File: src/rtl/uart_pkg.sv
// uart_pkg: receiver state type, stop level and parity helper shared with the UART transmitter.
// The PARITY state only exists when UART_RX_PARITY_EN is defined.
package uart_pkg;
  localparam logic UART_STOP_LEVEL = 1'b1;
  typedef enum logic [2:0] {
    IDLE,
    START,
    DATA,
`ifdef UART_RX_PARITY_EN
    PARITY,
`endif
    STOP,
    WAIT_HIGH
  } uart_rx_state_e;
  // Callers zero-extend their word; leading zeros do not change even parity.
  function automatic logic even_parity(input logic [63:0] d);
    return ^d;
  endfunction
endpackage

File: src/rtl/uart_rx_if.sv
// uart_rx_if: raw serial line into the receiver, received word and status pulses out to the host.
interface uart_rx_if #(parameter int DATA_BITS = 8);
  logic                 i_rx;
  logic [DATA_BITS-1:0] o_data;
  logic                 o_valid;
  logic                 o_frame_err;
  logic                 o_parity_err;
  logic                 o_busy;
  modport master (input i_rx, output o_data, o_valid, o_frame_err, o_parity_err, o_busy);
  modport slave (output i_rx, input o_data, o_valid, o_frame_err, o_parity_err, o_busy);
endinterface

File: src/rtl/sync_2ff.sv
// sync_2ff: two-flop synchroniser for one asynchronous bit, with a parameterised reset value.
module sync_2ff #(
  parameter logic RESET_VAL = 1'b0
) (
  input  logic i_clk,
  input  logic i_reset,
  input  logic i_d,
  output logic o_q
);
  logic meta_q, sync_q;
  always_ff @(posedge i_clk)
    if (i_reset) {sync_q, meta_q} <= {RESET_VAL, RESET_VAL};
    else {sync_q, meta_q} <= {meta_q, i_d};
  assign o_q = sync_q;
endmodule

File: src/rtl/uart_rx.sv
// uart_rx: 8N1-style serial receiver sampling each bit at mid-bit, with one-cycle valid/error pulses.
// Define UART_RX_PARITY_EN to expect an even-parity bit between the data and stop bits.
module uart_rx import uart_pkg::*; #(
  parameter int BAUD_DIV  = 3,
  parameter int DATA_BITS = 8
) (
  input logic       i_clk,
  input logic       i_reset,
  uart_rx_if.master bus
);
  localparam int HALF = BAUD_DIV / 2;
  localparam int CW = $clog2(BAUD_DIV + 1);
  localparam int BW = $clog2(DATA_BITS + 2);
  localparam logic [CW-1:0] TICK = CW'(BAUD_DIV);
  // Preloading here makes the first tick land HALF cycles after the start edge.
  localparam logic [CW-1:0] FIRST = CW'(BAUD_DIV - HALF + 1);
  localparam logic [BW-1:0] LAST = BW'(DATA_BITS - 1);
`ifdef UART_RX_PARITY_EN
  localparam uart_rx_state_e AFTER_DATA = PARITY;
`else
  localparam uart_rx_state_e AFTER_DATA = STOP;
`endif
  generate
    if (BAUD_DIV < 3) begin : g_bad_div
      $error("uart_rx: BAUD_DIV must be >= 3");
    end
  endgenerate
  uart_rx_state_e state_q = IDLE;
  uart_rx_state_e state_d;
  logic rx_s, tick;
  logic [CW-1:0] cnt_q, cnt_d;
  logic [BW-1:0] bit_q, bit_d;
  logic [DATA_BITS-1:0] sh_q, sh_d, data_q, data_d;
  logic valid_q, valid_d, ferr_q, ferr_d, perr_q, perr_d;
`ifdef UART_RX_PARITY_EN
  logic pbad_q, pbad_d;
`endif
  sync_2ff #(.RESET_VAL(1'b1)) u_sync (.i_clk(i_clk), .i_reset(i_reset), .i_d(bus.i_rx), .o_q(rx_s));
  assign tick = cnt_q == TICK;
  always_comb begin
    state_d = state_q;
    cnt_d = tick ? CW'(1) : cnt_q + CW'(1);
    bit_d = bit_q;
    sh_d = sh_q;
    data_d = data_q;
    valid_d = 1'b0;
    ferr_d = 1'b0;
    perr_d = 1'b0;
`ifdef UART_RX_PARITY_EN
    pbad_d = pbad_q;
`endif
    case (state_q)
      IDLE: if (!rx_s) begin
        state_d = START;
        cnt_d = FIRST;
      end
      START: if (tick) begin
        state_d = rx_s ? IDLE : DATA;
        bit_d = '0;
      end
      DATA: if (tick) begin
        sh_d = {rx_s, sh_q[DATA_BITS-1:1]};
        bit_d = bit_q + BW'(1);
        state_d = bit_q == LAST ? AFTER_DATA : DATA;
      end
`ifdef UART_RX_PARITY_EN
      PARITY: if (tick) begin
        pbad_d = rx_s != even_parity(64'(sh_q));
        state_d = STOP;
      end
`endif
      STOP: if (tick) begin
        valid_d = rx_s == UART_STOP_LEVEL;
        ferr_d = !valid_d;
        data_d = valid_d ? sh_q : data_q;
`ifdef UART_RX_PARITY_EN
        perr_d = pbad_q;
`endif
        state_d = valid_d ? IDLE : WAIT_HIGH;
      end
      WAIT_HIGH: state_d = rx_s ? IDLE : WAIT_HIGH;
      default: state_d = IDLE;
    endcase
  end
  always_ff @(posedge i_clk)
    if (i_reset) begin
      state_q <= IDLE;
      cnt_q <= '0;
      bit_q <= '0;
      sh_q <= '0;
      data_q <= '0;
      valid_q <= 1'b0;
      ferr_q <= 1'b0;
      perr_q <= 1'b0;
`ifdef UART_RX_PARITY_EN
      pbad_q <= 1'b0;
`endif
    end else begin
      state_q <= state_d;
      cnt_q <= cnt_d;
      bit_q <= bit_d;
      sh_q <= sh_d;
      data_q <= data_d;
      valid_q <= valid_d;
      ferr_q <= ferr_d;
      perr_q <= perr_d;
`ifdef UART_RX_PARITY_EN
      pbad_q <= pbad_d;
`endif
    end
  assign bus.o_data = data_q;
  assign bus.o_valid = valid_q;
  assign bus.o_frame_err = ferr_q;
  assign bus.o_parity_err = perr_q;
  assign bus.o_busy = state_q != IDLE;
endmodule
File: src/flat_wrapper.sv
// flat-port wrapper written by rule: the top's interface ports become plain ports
module uart_rx_flat import uart_pkg::*;
#(
  parameter int BAUD_DIV  = 3,
  parameter int DATA_BITS = 8
)
  (i_clk, i_reset, bus_i_rx, bus_o_data, bus_o_valid, bus_o_frame_err, bus_o_parity_err, bus_o_busy);
  uart_rx_if #(.DATA_BITS(DATA_BITS)) bus_i ();
  input logic i_clk;
  input logic i_reset;
  input wire logic [$bits(bus_i.i_rx)-1:0] bus_i_rx;
  output wire logic [$bits(bus_i.o_data)-1:0] bus_o_data;
  output wire logic [$bits(bus_i.o_valid)-1:0] bus_o_valid;
  output wire logic [$bits(bus_i.o_frame_err)-1:0] bus_o_frame_err;
  output wire logic [$bits(bus_i.o_parity_err)-1:0] bus_o_parity_err;
  output wire logic [$bits(bus_i.o_busy)-1:0] bus_o_busy;
  assign bus_i.i_rx = bus_i_rx;
  assign bus_o_data = bus_i.o_data;
  assign bus_o_valid = bus_i.o_valid;
  assign bus_o_frame_err = bus_i.o_frame_err;
  assign bus_o_parity_err = bus_i.o_parity_err;
  assign bus_o_busy = bus_i.o_busy;
  uart_rx #(.BAUD_DIV(BAUD_DIV), .DATA_BITS(DATA_BITS)) u_core (.i_clk(i_clk), .i_reset(i_reset), .bus(bus_i));
endmodule
File: config.mk
export PLATFORM = sky130hd
export DESIGN_NAME = uart_rx_flat
export DESIGN_NICKNAME = d
export VERILOG_FILES = /design/src/rtl/uart_pkg.sv /design/src/rtl/uart_rx_if.sv /design/src/rtl/sync_2ff.sv /design/src/rtl/uart_rx.sv /design/src/flat_wrapper.sv
export SDC_FILE = /design/constraint.sdc
export NUM_CORES = 1
export LEC_CHECK = 0
export ABC_AREA = 1
export CAP_MARGIN = 20
export CELL_PAD_IN_SITES_DETAIL_PLACEMENT = 1
export CELL_PAD_IN_SITES_GLOBAL_PLACEMENT = 1
export CORE_MARGIN = 2
export CORE_UTILIZATION = 35
export DETAILED_ROUTE_END_ITERATION = 7
export HOLD_SLACK_MARGIN = 0.05
export PLACE_DENSITY = 0.69
export SLEW_MARGIN = 20
export SYNTH_ARGS = -nofsm -noshare
export SYNTH_HDL_FRONTEND = slang
export SYNTH_HIERARCHICAL = 1
export SYNTH_SLANG_ARGS = --single-unit
File: constraint.sdc
create_clock -name i_clk -period 2.85 [get_ports i_clk]
set_clock_uncertainty 0.05 [all_clocks]
set_input_delay 0.7125 -clock i_clk [delete_from_list [all_inputs] [get_ports i_clk]]
set_output_delay 0.7125 -clock i_clk [all_outputs]
set_load 0.005 [all_outputs]
* Word level (Yosys, flattened, before mapping) *
Cells that the tools add are included.

word-level totals
  input port bits = 3
  output and inout port bits = 12
  logic and storage cells = 46
  bits in registers = 29

operators by class
  bitwise logic cells = 2
  reduce and logical (&&, ||, !) cells = 9
  equal/unequal tests = 10
  $add $sub $neg = 2
  multiplexer cells = 14

operators with widths
  cell                 count
  $mux 3               5
  $pmux 3 s5           1
  $mux 2               4
  $mux 4               2
  $pmux 4 s2           1
  $eq 3x2->1 const B   2
  $ne 2x1->1 const B   3
  $reduce_and 3->1     2
  $add 4x1->4 const B  1
  $eq 4x3->1 const B   1
  $reduce_and 4->1     1
  $eq 3x1->1 const B   1
  $eq 3x3->1 const B   1
  $logic_not 3->1      1
  $reduce_bool 3->1    1
  $reduce_or 3->1      1
  $add 2x1->2 const B  1
  $eq 2x2->1 const B   1
  $ne 2x2->1 const B   1
  $not 1->1            2
  $reduce_and 2->1     1
  $reduce_bool 2->1    1
  $logic_not 1->1      1
  $mux 1               1

* Logic depth before layout (Yosys ltp) *
  depth in word-level cells = 4
  gate-level depth with buffers = 8
  depth with buffers taken out = 8

* By module *
Netlist, hierarchy kept.

modules (own cells, without submodules)
  module    area an instance (µm²)  cells each  sequential area each (µm²)  times used
  uart_rx   1223.7                  158         540.5                       1
  sync_2ff  58.8                    7           40.0                        1

* Worst setup path after synthesis *
OpenSTA, ideal clock, no wires.

  path type = register -> output
  start = register u_core.state_q[2]
  end = output port bus_o_busy
  required time = 2.088 ns
  slack = 1.495 ns
  path buffers = 0
  data arrival time = 0.592 ns
  stages on the path, launching flop included = 3
  path through = dfxtp_1 nor2_4 nand2_1

between the ends
  longest elaborated chain between the ends = 1

ends and longest elaborated chain
  item                      line                source
  start: declaration        uart_rx.sv:28       uart_rx_state_e state_q = IDLE;
  start signal: assignment  uart_rx.sv:99       state_q <= state_d;
  $reduce_bool 3->1         uart_rx.sv:115      assign bus.o_busy = state_q != IDLE;
  end: declaration          flat_wrapper.sv:16  output wire logic [$bits(bus_i.o_busy)-1:0] bus_o_busy;

Every way passes these cells.

* Final worst setup path *
  start = register u_core.state_q[1]
  end = output port bus_o_busy

The elaborated chain is that of the path after synthesis.

==> out/metrics.sh <==
CRIT_PATH_MAX_FANOUT=6
TIMING.HOLD.WORST_PATH_DEPTH=2
TOTAL_NUMBER_OF_CLOCK_TREE_SINKS=29
FLOW.AREA_GROWTH_FROM_SYNTHESIS_PCT=16.3
CTS_SETUP_BUFFERS=0
ROUTABILITYCONGESTION=0.715
DRT_DRC_VIOLATIONS_LEFT=0
FLOORPLAN.DIE.HEIGHT_MICRONS=64.5
SYNTH.AREA.TOP_CELLS='dfxtp_1 45%, nand2_1 7.0%, a21oi_1 6.2%, nor2_1 6.1%, inv_1 5.6%'
TOTAL_LEAKAGE_POWER_nW=0.623
DIE-AREA_SQ_UM=4160
FIRST_PASS_ITERS=3
POST-PLACE-CELLS=220
PORT_BUFFERS=13
SYNTH_TOP_AREA_SHARE_PCT=45.3
FIRST_ITER_VIOLATIONS=23
POWER.IR.VDD_WORST_mV=0.324
FINAL_CELLS=227
HP_CLASS='register to register'
RATIO_OF_CELLS_WITH_DRIVE_ABOVE_1_IN_THE_FINAL_LAYOUT_PCT=13.8
SYNTH-SEQ-CELLS=29
NETLIST-CELL-TYPE-COUNT=24
IO-PIN-COUNT=15
CTS_TREE='built'
SETUP_VIOL_COUNT_FINAL=0
NUMCTSBUFFERS=5
FP-ROW-COUNT=21
FINAL_MAX_SLEW_VIOL_COUNT=0
POST_SYNTHESIS_CELL_TYPE_WITH_THE_LARGEST_COMBINED_AREA='dfxtp_1'
CLOCK_LATENCY_NS=0.33
STARTING_DENSITY_OF_THE_CORE_PCT=37.5
PATH_DEPTH=3
YOSYS_WARNINGS=6
NUM_ANTENNA_CELLS=0
CORE_REGION_AREA_SQ_UM=3420
ROUTED_WL_MM=2.78
TIMING.REG2REG.SETUP_SLACK_NS=1.19
HTREE_NUM_LEVELS=2
CRIT_PATH_START_KIND='register'
PATH_BUF_INV=2
AVGVIACOUNTPERCELL=4.77
SYN-CELL-AREA_SQ_UM=1280
GLOBAL_ROUTE.OVERFLOW_TOTAL=0
MAPPEDNETLISTNETS=172
SYNTHCELLS=165
SYNTH.YOSYS.SEQ_AREA_SHARE_PCT=45.3
NUMBER_OF_GLOBAL_ROUTE_VIAS_BEFORE_REPAIR=1159
FMAXACHIEVABLE_MHz=441
MAX-CAP-VIOLATIONS=0
DIEWIDTH_MICRONS=64.5
GRT_START_MAX_NET_PINS=16
RUN_STATUS='finished clean'
LARGEST_STAGE_DELAY_ON_THE_CRITICAL_PATH_NS=0.49
HOLD_BUFFER_COUNT_AT_CTS=0
CTS.CLK_SLEW.WORST_PATHS_NS=0.10
TIMING_HOLD_VIOLATIONS_FINAL=0
CRIT_PATH_TOP_DELAY_CELL='clkdlybuf4s50_1'
ANTENNA_FOUND_INITIAL=0
CELLPOWERDENSITY_nW_PER_UM2=739
CRITICAL_PATH.TOP_DELAY_FAMILY='buffers and inverters'
WORSTREGTOREGCELLS=7
FINAL_MIN_PERIOD_OVER_CLOCK_PERIOD_PCT=79.6
SETUP_TNS_NS=0
VIA_COUNT=1082
POST_DRT_WL_PER_CELL_MICRONS=12.2
CLK_PATH_BUF_DEPTH=2
WORST-SETUP-PATH-TYPE='register to output pin'
GRT_FIRST_PASS_WIRELENGTH_MM=4.94
CTSRESIZECOUNT=0
NUMBER_OF_NETS_WITH_ANTENNA_VIOLATIONS_AFTER_DETAILED_ROUTING=0
REQUIRED_NS=2.09
GRT_SETUP_UNREPAIRED='false'
FINALCRITICALPERIOD_NS=2.27
TIMING.CRITICAL_PATH.CELLS='inv_2 > nand2_1 > clkdlybuf4s50_1'
SETUP.WORST_PATH.END_CLASS='output pin'
SYNTH.AVG_CELL_AREA_SQ_UM=7.77
DP_HPWL_MM=2.02
GRT_UTIL_ALL_LAYERS_PCT=15.3
HOLD_SLACK_NS=0.359
CTS_ROOT_BUFFER='clkbuf_4'
FINAL_NETS=188
POWER_mW=1.10
WORST_EP_ARRIVAL_TIME_NS=1.51
## routing by layer
metal | wire length (microns) | vias up | track usage, % | part of all wire, %
li1 | - | 562 | - | -
met1 | 1310 | 501 | 17.1 | 47
met2 | 1320 | 12 | 26.2 | 47
met3 | 98 | 7 | 5.21 | 3.5
met4 | 53 | 0 | 6.91 | 1.9
met5 | 0 | - | 0 | 0
## Yosys cell counts
master and number:
nor3_2 1, buf_4 2, nand3_2 1, inv_1 19, nand4_1 3, a21oi_2 3
nor2_2 1, clkbuf_1 1, nor2_1 21, inv_4 1, inv_2 1, nand2_2 5
o21ai_2 3, ha_1 4, nor2_4 2, o21ai_0 4, buf_6 2, a21oi_1 16
nand2_1 24, nor3_1 3, o21ai_1 6, dfxtp_1 29, nand3_1 12, conb_1 1
## cell families (layout without fill, tap and decap cells)
family / after synthesis / count (layout) / synth area share [%]
AND/OR/NAND/NOR: 73 / 73 / 26.7
AO/OA/AOI/OAI: 32 / 32 / 14.2
flip-flops: 29 / 29 / 45.3
buffers and inverters: 26 / 42 / 9.56
adder cells (fa/ha/maj): 4 / 4 / 3.90
other: 1 / 1 / 0.292
## path summary, 6_finish.rpt
| check | startpoint | to |
|---|---|---|
| min reg2reg | u_core/u_sync/meta_q$_SDFF_PP1_ | u_core/u_sync/o_q$_SDFF_PP1_ |
| max reg2reg | u_core/state_q[1]$_SDFFE_PP0P_ | u_core/bus.o_data[3]$_SDFFE_PP0P_ |
| min | u_core/u_sync/meta_q$_SDFF_PP1_ | u_core/u_sync/o_q$_SDFF_PP1_ |
| max | u_core/state_q[1]$_SDFFE_PP0P_ | bus_o_busy |
## flip-flops by register name (all words and copies together), names as in the netlist
signal and cells:
u_core/bit_q 4, u_core/bus.o_data 8, u_core/bus.o_frame_err 1, u_core/bus.o_valid 1
u_core/cnt_q 2, u_core/sh_q 8, u_core/state_q 3, u_core/u_sync/meta_q 1
u_core/u_sync/o_q 1
## area by class of cell
| cell class | instances | area, sq um |
|---|---|---|
| multi-input combinational | 110 | 579 |
| inverter | 21 | 81.3 |
| sequential | 29 | 581 |
| clock buffer | 7 | 55.1 |
| fill | 449 | 1920 |
| timing repair buffer | 14 | 138 |
| tap | 46 | 57.6 |
## worst register-to-register path, delay by kind of cell, from the launching register on
family                 cells  cell delay (ns)
buffers and inverters      1             0.20
DFF                        1             0.48
and+or+nand+nor            6             0.81
## cell usage in the layout, fill, tap and decap left out
cell	n
clkbuf_1	1
clkdlybuf4s50_1	13
ha_1	4
inv_2	1
conb_1	1
o21ai_0	4
a21oi_2	3
buf_4	1
nor3_1	3
nand2_2	5
o21ai_2	3
nor2_2	1
clkbuf_4	5
a21oi_1	16
o21ai_1	6
nand2_1	24
clkbuf_8	1
inv_1	19
nand3_2	1
nor3_2	1
inv_4	1
nor2_4	2
nand4_1	3
dfxtp_1	29
nand3_1	12
nor2_1	21
## report_power, final
group | total [mW] | internal (mW) | switching (mW)
Combinational | 0.355 | 0.125 | 0.230
Sequential | 0.493 | 0.446 | 0.0473
Clock | 0.254 | 0.116 | 0.138
Total | 1.10 | 0.687 | 0.415
## metrics by stage
step	area, sq um	worst slack (ns)	util, %
3_5_place_dp	1440	0.863	42.1
4_1_cts	1490	0.581	43.7
5_1_grt	1490	0.484	43.7
6_report	1490	0.581	43.7
2_1_floorplan	1280	1.50	-
3_3_place_gp	1440	0.915	42.1
(Power assumes the default switching activity.)
